$ cat src/rtl/status_stack_register_if.sv
// Control and status bundle of the processor status register.
// The control FSM/interrupt controller drive master; the PSR is the slave.
interface status_stack_register_if #(
  parameter int unsigned WORD  = 16,
  parameter int unsigned FLAGS = 4,
  parameter int unsigned PLVLS = 8,
  parameter int unsigned DEPTH = 4
);
  localparam int unsigned PW   = $clog2(PLVLS);
  localparam int unsigned CEXW = WORD - FLAGS - 2 - 2 * PW;
  localparam int unsigned DW   = $clog2(DEPTH + 1);

  logic [WORD/8-1:0] wrEn_i;
  logic [WORD-1:0]   data_i;
  logic [FLAGS-1:0]  wrFlags_i;
  logic [FLAGS-1:0]  flags_i;
  logic              clrSlp_i;
  logic              push_i;
  logic              pop_i;
  logic [PW-1:0]     priv_i;
  logic              cexLoad_i;
  logic [CEXW-1:0]   cexCnt_i;
  logic              cexStep_i;
  logic [WORD-1:0]   data_o;
  logic              ie_o;
  logic              cexActive_o;
  logic [DW-1:0]     depth_o;
  logic              ovf_o;
  logic              udf_o;
  logic              privErr_o;

  modport master (
    output wrEn_i, data_i, wrFlags_i, flags_i, clrSlp_i, push_i, pop_i, priv_i,
    output cexLoad_i, cexCnt_i, cexStep_i,
    input  data_o, ie_o, cexActive_o, depth_o, ovf_o, udf_o, privErr_o
  );

  modport slave (
    input  wrEn_i, data_i, wrFlags_i, flags_i, clrSlp_i, push_i, pop_i, priv_i,
    input  cexLoad_i, cexCnt_i, cexStep_i,
    output data_o, ie_o, cexActive_o, depth_o, ovf_o, udf_o, privErr_o
  );
endinterface

$ cat src/rtl/status_stack_register.sv
// Processor status register with a save/restore stack for nested exceptions,
// a CEX down-counter and write-protected privilege fields.
module status_stack_register #(
  parameter int unsigned WORD  = 16,
  parameter int unsigned FLAGS = 4,
  parameter int unsigned PLVLS = 8,
  parameter int unsigned DEPTH = 4
) (
  input logic                   clk_i,
  input logic                   rst_ni,
  status_stack_register_if.slave bus
);
  localparam int unsigned PW      = $clog2(PLVLS);
  localparam int unsigned CEXW    = WORD - FLAGS - 2 - 2 * PW;
  localparam int unsigned DW      = $clog2(DEPTH + 1);
  localparam int unsigned AW      = (DEPTH > 1) ? $clog2(DEPTH) : 1;
  localparam int unsigned SlpBit  = FLAGS;
  localparam int unsigned IeBit   = FLAGS + 1;
  localparam int unsigned CexLsb  = FLAGS + 2;
  localparam int unsigned PrevLsb = CexLsb + CEXW;
  localparam int unsigned CurrLsb = PrevLsb + PW;
  // PREV and CURR together occupy the top 2*PW bits of the word.
  localparam logic [WORD-1:0] PrivMask = {{(2 * PW){1'b1}}, {(WORD - 2 * PW){1'b0}}};
  localparam logic [DW-1:0]   DepthMax = DW'(DEPTH);

  logic [WORD-1:0] word_q, word_d;
  logic [WORD-1:0] src_word, lane_mask, wr_mask;
  logic [WORD-1:0] stack_q [DEPTH];
  logic [DW-1:0]   depth_q, depth_d, top_idx;
  logic [CEXW-1:0] cex_src;
  logic            ovf_q, ovf_d, udf_q, udf_d, priv_err_q, priv_err_d;
  logic            push_ok, curr_zero;

  assign push_ok   = bus.push_i && (depth_q < DepthMax);
  assign top_idx   = depth_q - DW'(1);
  assign curr_zero = (word_q[CurrLsb +: PW] == '0);

  always_comb begin
    lane_mask = '0;
    for (int b = 0; b < int'(WORD); b++) begin
      lane_mask[b] = bus.wrEn_i[b / 8];
    end
  end

  // Privilege bits are only software-writable from the most privileged level.
  assign wr_mask = curr_zero ? lane_mask : (lane_mask & ~PrivMask);

  // Field-level sources; byte lanes override these bit by bit.
  always_comb begin
    src_word = word_q;
    for (int i = 0; i < int'(FLAGS); i++) begin
      if (bus.wrFlags_i[i]) src_word[i] = bus.flags_i[i];
    end
    if (bus.clrSlp_i) src_word[SlpBit] = 1'b0;
    cex_src = word_q[CexLsb +: CEXW];
    if (bus.cexLoad_i) begin
      cex_src = bus.cexCnt_i;
    end else if (bus.cexStep_i && (cex_src != '0)) begin
      cex_src = cex_src - CEXW'(1);
    end
    src_word[CexLsb +: CEXW] = cex_src;
  end

  always_comb begin
    word_d     = word_q;
    depth_d    = depth_q;
    ovf_d      = 1'b0;
    udf_d      = 1'b0;
    priv_err_d = 1'b0;
    if (bus.push_i) begin
      if (push_ok) begin
        depth_d                   = depth_q + DW'(1);
        word_d[CurrLsb +: PW]     = bus.priv_i;
        word_d[PrevLsb +: PW]     = word_q[CurrLsb +: PW];
        word_d[CexLsb +: CEXW]    = '0;
        word_d[IeBit]             = 1'b0;
        word_d[SlpBit]            = 1'b0;
      end else begin
        ovf_d = 1'b1;
      end
    end else if (bus.pop_i) begin
      if (depth_q != '0) begin
        word_d  = stack_q[top_idx[AW-1:0]];
        depth_d = top_idx;
      end else begin
        udf_d = 1'b1;
      end
    end else begin
      word_d     = (src_word & ~wr_mask) | (bus.data_i & wr_mask);
      priv_err_d = !curr_zero && (|(lane_mask & PrivMask));
    end
  end

  always_ff @(posedge clk_i or negedge rst_ni) begin
    if (!rst_ni) begin
      word_q     <= '0;
      depth_q    <= '0;
      ovf_q      <= 1'b0;
      udf_q      <= 1'b0;
      priv_err_q <= 1'b0;
    end else begin
      word_q     <= word_d;
      depth_q    <= depth_d;
      ovf_q      <= ovf_d;
      udf_q      <= udf_d;
      priv_err_q <= priv_err_d;
    end
  end

  // Stack contents need no reset: only entries below depth_q are ever read.
  always_ff @(posedge clk_i) begin
    if (push_ok) stack_q[depth_q[AW-1:0]] <= word_q;
  end

  assign bus.data_o      = word_q;
  assign bus.ie_o        = word_q[IeBit];
  assign bus.cexActive_o = |word_q[CexLsb +: CEXW];
  assign bus.depth_o     = depth_q;
  assign bus.ovf_o       = ovf_q;
  assign bus.udf_o       = udf_q;
  assign bus.privErr_o   = priv_err_q;
endmodule

$ cat src/flat_wrapper.sv
// flat-port wrapper written by rule: the top's interface ports become plain ports
module status_stack_register_flat 
#(
  parameter int unsigned WORD  = 16,
  parameter int unsigned FLAGS = 4,
  parameter int unsigned PLVLS = 8,
  parameter int unsigned DEPTH = 4
)
  (clk_i, rst_ni, bus_wrEn_i, bus_data_i, bus_wrFlags_i, bus_flags_i, bus_clrSlp_i, bus_push_i, bus_pop_i, bus_priv_i, bus_cexLoad_i, bus_cexCnt_i, bus_cexStep_i, bus_data_o, bus_ie_o, bus_cexActive_o, bus_depth_o, bus_ovf_o, bus_udf_o, bus_privErr_o);
  status_stack_register_if #(.WORD(WORD), .FLAGS(FLAGS), .PLVLS(PLVLS), .DEPTH(DEPTH)) bus_i ();
  input logic clk_i;
  input logic rst_ni;
  input wire logic [$bits(bus_i.wrEn_i)-1:0] bus_wrEn_i;
  input wire logic [$bits(bus_i.data_i)-1:0] bus_data_i;
  input wire logic [$bits(bus_i.wrFlags_i)-1:0] bus_wrFlags_i;
  input wire logic [$bits(bus_i.flags_i)-1:0] bus_flags_i;
  input wire logic [$bits(bus_i.clrSlp_i)-1:0] bus_clrSlp_i;
  input wire logic [$bits(bus_i.push_i)-1:0] bus_push_i;
  input wire logic [$bits(bus_i.pop_i)-1:0] bus_pop_i;
  input wire logic [$bits(bus_i.priv_i)-1:0] bus_priv_i;
  input wire logic [$bits(bus_i.cexLoad_i)-1:0] bus_cexLoad_i;
  input wire logic [$bits(bus_i.cexCnt_i)-1:0] bus_cexCnt_i;
  input wire logic [$bits(bus_i.cexStep_i)-1:0] bus_cexStep_i;
  output wire logic [$bits(bus_i.data_o)-1:0] bus_data_o;
  output wire logic [$bits(bus_i.ie_o)-1:0] bus_ie_o;
  output wire logic [$bits(bus_i.cexActive_o)-1:0] bus_cexActive_o;
  output wire logic [$bits(bus_i.depth_o)-1:0] bus_depth_o;
  output wire logic [$bits(bus_i.ovf_o)-1:0] bus_ovf_o;
  output wire logic [$bits(bus_i.udf_o)-1:0] bus_udf_o;
  output wire logic [$bits(bus_i.privErr_o)-1:0] bus_privErr_o;
  assign bus_i.wrEn_i = bus_wrEn_i;
  assign bus_i.data_i = bus_data_i;
  assign bus_i.wrFlags_i = bus_wrFlags_i;
  assign bus_i.flags_i = bus_flags_i;
  assign bus_i.clrSlp_i = bus_clrSlp_i;
  assign bus_i.push_i = bus_push_i;
  assign bus_i.pop_i = bus_pop_i;
  assign bus_i.priv_i = bus_priv_i;
  assign bus_i.cexLoad_i = bus_cexLoad_i;
  assign bus_i.cexCnt_i = bus_cexCnt_i;
  assign bus_i.cexStep_i = bus_cexStep_i;
  assign bus_data_o = bus_i.data_o;
  assign bus_ie_o = bus_i.ie_o;
  assign bus_cexActive_o = bus_i.cexActive_o;
  assign bus_depth_o = bus_i.depth_o;
  assign bus_ovf_o = bus_i.ovf_o;
  assign bus_udf_o = bus_i.udf_o;
  assign bus_privErr_o = bus_i.privErr_o;
  status_stack_register #(.WORD(WORD), .FLAGS(FLAGS), .PLVLS(PLVLS), .DEPTH(DEPTH)) u_core (.clk_i(clk_i), .rst_ni(rst_ni), .bus(bus_i));
endmodule
$ cat config.mk
export PLATFORM = sky130hd
export DESIGN_NAME = status_stack_register_flat
export DESIGN_NICKNAME = d
export VERILOG_FILES = /design/src/rtl/status_stack_register_if.sv /design/src/rtl/status_stack_register.sv /design/src/flat_wrapper.sv
export SDC_FILE = /design/constraint.sdc
export NUM_CORES = 1
export LEC_CHECK = 0
export ABC_AREA = 0
export CORE_MARGIN = 3
export CORE_UTILIZATION = 50
export DETAILED_ROUTE_END_ITERATION = 8
export GPL_TIMING_DRIVEN = 0
export PLACE_DENSITY = 0.76
export SLEW_MARGIN = 10
export SYNTH_ARGS = -nofsm -noshare
export SYNTH_HDL_FRONTEND = slang
export SYNTH_SLANG_ARGS = --single-unit
$ cat constraint.sdc
create_clock -name clk_i -period 3.1 [get_ports clk_i]
set_input_delay 0.62 -clock clk_i [delete_from_list [all_inputs] [get_ports clk_i]]
set_output_delay 0.62 -clock clk_i [all_outputs]
set_load 0.02 [all_outputs]
Word-level counts from Yosys, hierarchy flattened
Memories as Yosys holds them, arrays and structs flattened.
Index checks and enable logic that the tools add are counted.
{"block": "totals", "regBits": 22, "word_cells": 57, "n_memories": 1, "out_inout_bits": 24, "ramBits": 64}
{"block": "classes", "muxes": 25, "addsub": 3, "n_eq_ne": 3, "n_reduce_logical": 13, "order_cmp": 1, "bitwise": 5}
{"memory": "u_core.stack_q", "depth": 4, "width": 16, "rd": 1, "rd_clocked_by_memory_dff": 0, "wr": 1, "line_no": "status_stack_register.sv:28", "text": "logic [WORD-1:0] stack_q [DEPTH];"}
{"operator": "two-way mux 16 bit", "count": 3}
{"operator": "AND 16 bit", "count": 2}
{"operator": "two-way mux 12 bit", "count": 2}
{"operator": "NOT 16 bit", "count": 1}
{"operator": "OR 16 bit", "count": 1}
{"operator": "two-way mux 1 bit", "count": 14}
{"operator": "two-way mux 3 bit", "count": 4}
{"operator": "two-way mux 4 bit", "count": 2}
{"operator": "inequality test 2 x 1 -> 1 bit, second input constant", "count": 2}
{"operator": "AND reduction 2 bit", "count": 2}
{"operator": "nonzero test 2 bit", "count": 2}
{"operator": "nonzero test 4 bit", "count": 1}
{"operator": "OR reduction 4 bit", "count": 1}
{"operator": "subtractor 4 x 1 -> 4 bit, second input constant", "count": 1}
{"operator": "adder 3 x 1 -> 3 bit, second input constant", "count": 1}
{"operator": "logical AND 1 bit", "count": 3}
{"operator": "zero test 3 bit", "count": 1}
{"operator": "< comparator 3 bit, second input constant", "count": 1}
{"operator": "inequality test 3 x 2 -> 1 bit, second input constant", "count": 1}
{"operator": "AND reduction 3 bit", "count": 1}
{"operator": "nonzero test 3 bit", "count": 1}
{"operator": "subtractor 3 x 1 -> 3 bit, second input constant", "count": 1}
{"operator": "zero test 1 bit", "count": 1}
{"operator": "NOT 1 bit", "count": 1}

Longest topological paths before layout
{"block": "depth", "word_depth": 8, "ltp_mapped": 10}

Worst setup path before layout
No wires, ideal clock.
{"block": "synth_timing", "kind": "register -> register", "startpoint": "register u_core.depth_q[0] (netlist: u_core.bus.depth_o[0])", "endpoint": "register with a tool-made name", "stages_incl_launch_ff": 10, "required_time_ps": 2975, "setup_ps": 125, "path_slack_ps": 624, "arrival_time_ps": 2352, "n_path_buf": 2, "cell_sequence": "dfrtp_1 -> buf_2 -> buf_6 -> inv_1 -> ha_1 -> ha_1 -> nand2b_1 -> nor2b_1 -> a21oi_2 -> mux2_2"}
{"element": "start: declaration", "line_no": "status_stack_register.sv:29", "text": "logic [DW-1:0] depth_q, depth_d, top_idx;"}
{"element": "start signal: assignment", "line_no": "status_stack_register.sv:103", "text": "depth_q <= depth_d;"}

Final worst setup path
{"block": "layout_timing", "startpoint": "input bus_push_i", "endpoint": "memory u_core.stack_q[0][9], enable pin"}
{"block": "layout_via", "elab_chain_cells": 3}
{"element": "start: declaration", "line_no": "flat_wrapper.sv:18", "text": "input wire logic [$bits(bus_i.push_i)-1:0] bus_push_i;"}
{"element": "logical AND 1 bit", "line_no": "status_stack_register.sv:34", "text": "assign push_ok = bus.push_i && (depth_q < DepthMax);"}
{"element": "two-way mux 1 bit", "line_no": "status_stack_register.sv:112", "text": "if (push_ok) stack_q[depth_q[AW-1:0]] <= word_q;"}
{"element": "two-way mux 1 bit (not written as such)", "line_no": "status_stack_register.sv:112"}
{"element": "end: declaration", "line_no": "status_stack_register.sv:28"}
No other way between the ends.

==> impl_metrics.env <==
export IMPL_dieArea_mm2=0.00875
export IMPL_drive_gt1_share_pct=14.8
export IMPL_ir_drop_v=0.000422
export IMPL_routed_wl_um=8030
export IMPL_fin_cells=436
export IMPL_critPathArrivalTime_ps=2820
export IMPL_die_w_um=93.6
export IMPL_synth_area_leaders="edfxtp_1 (50%), dfrtp_1 (14%), mux2i_1 (6.0%), mux4_2 (4.7%), ha_1 (2.0%)"
export IMPL_yosysTopAreaCellShare_pct=50.1
export IMPL_cts_resized=0
export IMPL_hp_class="in2async"
export IMPL_tns_ps=0
export IMPL_viasPerCell=5.61
export IMPL_place_area_mm2=0.00456
export IMPL_dieHeight_um=93.6
export IMPL_grt_pass1_wl_um=12900
export IMPL_grt_total_usage_pct=19.7
export IMPL_clkPwrFrac_pct=17.8
export IMPL_postCtsSetupBuffers=0
export IMPL_rsz0062_at_grt="no"
export IMPL_grt_pass1_vias=2487
export IMPL_hpwl_um=5550
export IMPL_syn_to_final_growth_pct=23.9
export IMPL_first_iter_violations=164
export IMPL_synth_warnings=0
export IMPL_fillers=538
export IMPL_relSlewSlack_pct=39.7
export IMPL_cp_max_fo=16
export IMPL_yosysMostFrequentCell="edfxtp_1"
export IMPL_design_core_area_mm2=0.00733
export IMPL_clk_path_buf_depth=2
export IMPL_synth_area_mm2=0.00383
export IMPL_synth_top_family_by_area="multiplexers"
export IMPL_slew_viol_final=0
export IMPL_finalInstanceArea_mm2=0.00475
export IMPL_crit_path_end_kind="flop"
export IMPL_max_cap_violations=0
export IMPL_nets=378
export IMPL_seq_power_share_pct=42.7
export IMPL_crit_type="in2reg"
export IMPL_cts_hold_buf=0
export IMPL_cts_buffers=9
export IMPL_synth_ff_type="edfxtp_1"
export IMPL_multiInputGateArea_mm2=0.00123
export IMPL_io_pins=64
export IMPL_antenna_found_initial=0
export IMPL_grt_max_degree=23
export IMPL_gp_congestion=0.774
export IMPL_vias=2445
export IMPL_clkLatencyLatePin_ps=350
export IMPL_num_rows=31
export IMPL_skew_ps=7.63
export IMPL_yosysTopAreaCell="edfxtp_1"
export IMPL_synth_xor_area_share_pct=0.228
export IMPL_root_buffer="clkbuf_8"
export IMPL_place_inst=420
export IMPL_ys_types=47
export IMPL_ant_nets=0
export IMPL_post_route_period_util_pct=91.8
export IMPL_cts_tree="built"
export IMPL_numClockSinks=86
export IMPL_switchingPower_mw=1.50
export IMPL_synth_compound_area_share_pct=9.63
export IMPL_first_pass_iters=4
export IMPL_start_util_pct=52.3
export IMPL_diodes=0
export IMPL_status="complete, no violations"
export IMPL_netlist_top_cells_count="edfxtp_1 (64), mux2i_1 (23), dfrtp_1 (22), o21ai_0 (15), a21oi_1 (13)"
export IMPL_p_comb_share_pct=39.5
export IMPL_io_buffers=60
export IMPL_htree_levels=3
export IMPL_finalHoldViolations=0
export IMPL_synth_area_mux_share_pct=12.5
export IMPL_leakage_nw=1.77
export IMPL_avgSynthCellArea_um2=14.7
export IMPL_netSwitchingFraction_pct=34.6
export IMPL_overflow=0
export IMPL_synth_seq_cells=86
export IMPL_synth_adder_area_share_pct=1.96
export IMPL_max_freq_mhz=351
export IMPL_drc=0
export IMPL_cp_start_kind="primary input"
export IMPL_routedWlPerCell_um=18.4
export IMPL_setup_viol=0
export IMPL_ys_async_sr_fraction_pct=25.6
export IMPL_synth_edf_count=64
export IMPL_internal_power_mw=2.85
export IMPL_period_needed_ps=2850
export IMPL_register_area_mm2=0.00247
export IMPL_clk_pin_slew_ps=80
export IMPL_synthSimpleGateAreaFrac_pct=7.73
export IMPL_cellPowerDensity_mw_per_mm2=915
export IMPL_synthCells=261
export IMPL_yosysSeqAreaShare_pct=64.5
export IMPL_worst_pin_slew_ps=905
export IMPL_worstPathRequired_ps=3080
export IMPL_synth_fp_nets=307
## cell usage in the layout (no fill, tap or decap), types with 5 or more instances in the layout
cell             Yosys  final
a21oi_1             13     13
a221o_1              6      6
and2_1               5      5
buf_2                5      6
clkbuf_8             0      9
clkdlybuf4s50_1      0     59
dfrtp_1             22     22
edfxtp_1            64     64
ha_1                 6      6
inv_1                8      8
mux2_2               6      6
mux2i_1             23     23
mux4_2               8      8
nand2_1             10     10
nor2_1              11     11
o21ai_0             15     15
o22ai_1              6      6
## power by group through the flow
stage	combinational [mW]	clock [mW]	sequential [mW]
after floorplan	1.02	0	1.96
after global placement	1.70	0	1.87
after detailed placement	1.72	0	1.88
after CTS	1.73	0.779	1.86
after global routing	1.85	0.833	1.90
final	1.72	0.772	1.86
## critical path, cell delays in order
cell	delay [ps]
clkdlybuf4s50_1	530
buf_2	240
clkbuf_1	380
nor2b_1	280
and2_1	760
## worst paths after layout
kind	from	end	slack, ps	cells past startpoint
max	bus_push_i	u_core.stack_q[0][9]	250	5
min	rst_ni	asynchronous set/reset pin	250	1
max reg2reg	u_core.bus.depth_o[0]	flop	350	9
min reg2reg	flop	u_core.stack_q[2][2]	550	0
max in group asynchronous	rst_ni	u_core.bus.depth_o[0]	2480	1
min in group clk_i	flop	u_core.stack_q[2][2]	550	0
## layer usage
metal	track usage, %	vias up	wire, um
li1	-	1147	-
met1	27.6	1207	3560
met2	31.1	81	3950
met3	2.82	10	400
met4	8.06	0	121
met5	0	-	0
## area by class of cell
class	count	share of cell area [%]
plain buffers	15	2.19
clock buffers	9	2.61
well taps	99	2.61
multi-input cells	152	25.8
repair buffers	60	12.5
inverters	8	0.632
flip-flops and latches	86	52.0
clock inverters	7	1.55
## cell families after synthesis
| group | Yosys count |
|---|---|
| flops | 86 |
| xor+xnor | 1 |
| compound gates | 56 |
| mux | 37 |
| buf+inv | 23 |
| fa+ha+maj | 6 |
| simple gates | 52 |
## metrics by stage
stage	worst slack, ps	util [%]	power, mW	hold WS [ps]
after floorplan	624	-	2.97	324
after global placement	-86.7	62.2	3.57	522
after detailed placement	-114	62.2	3.60	538
after CTS	260	64.9	4.37	561
after global routing	105	64.8	4.59	277
final	254	64.8	4.35	247
Power figures use the tool's default switching activity.
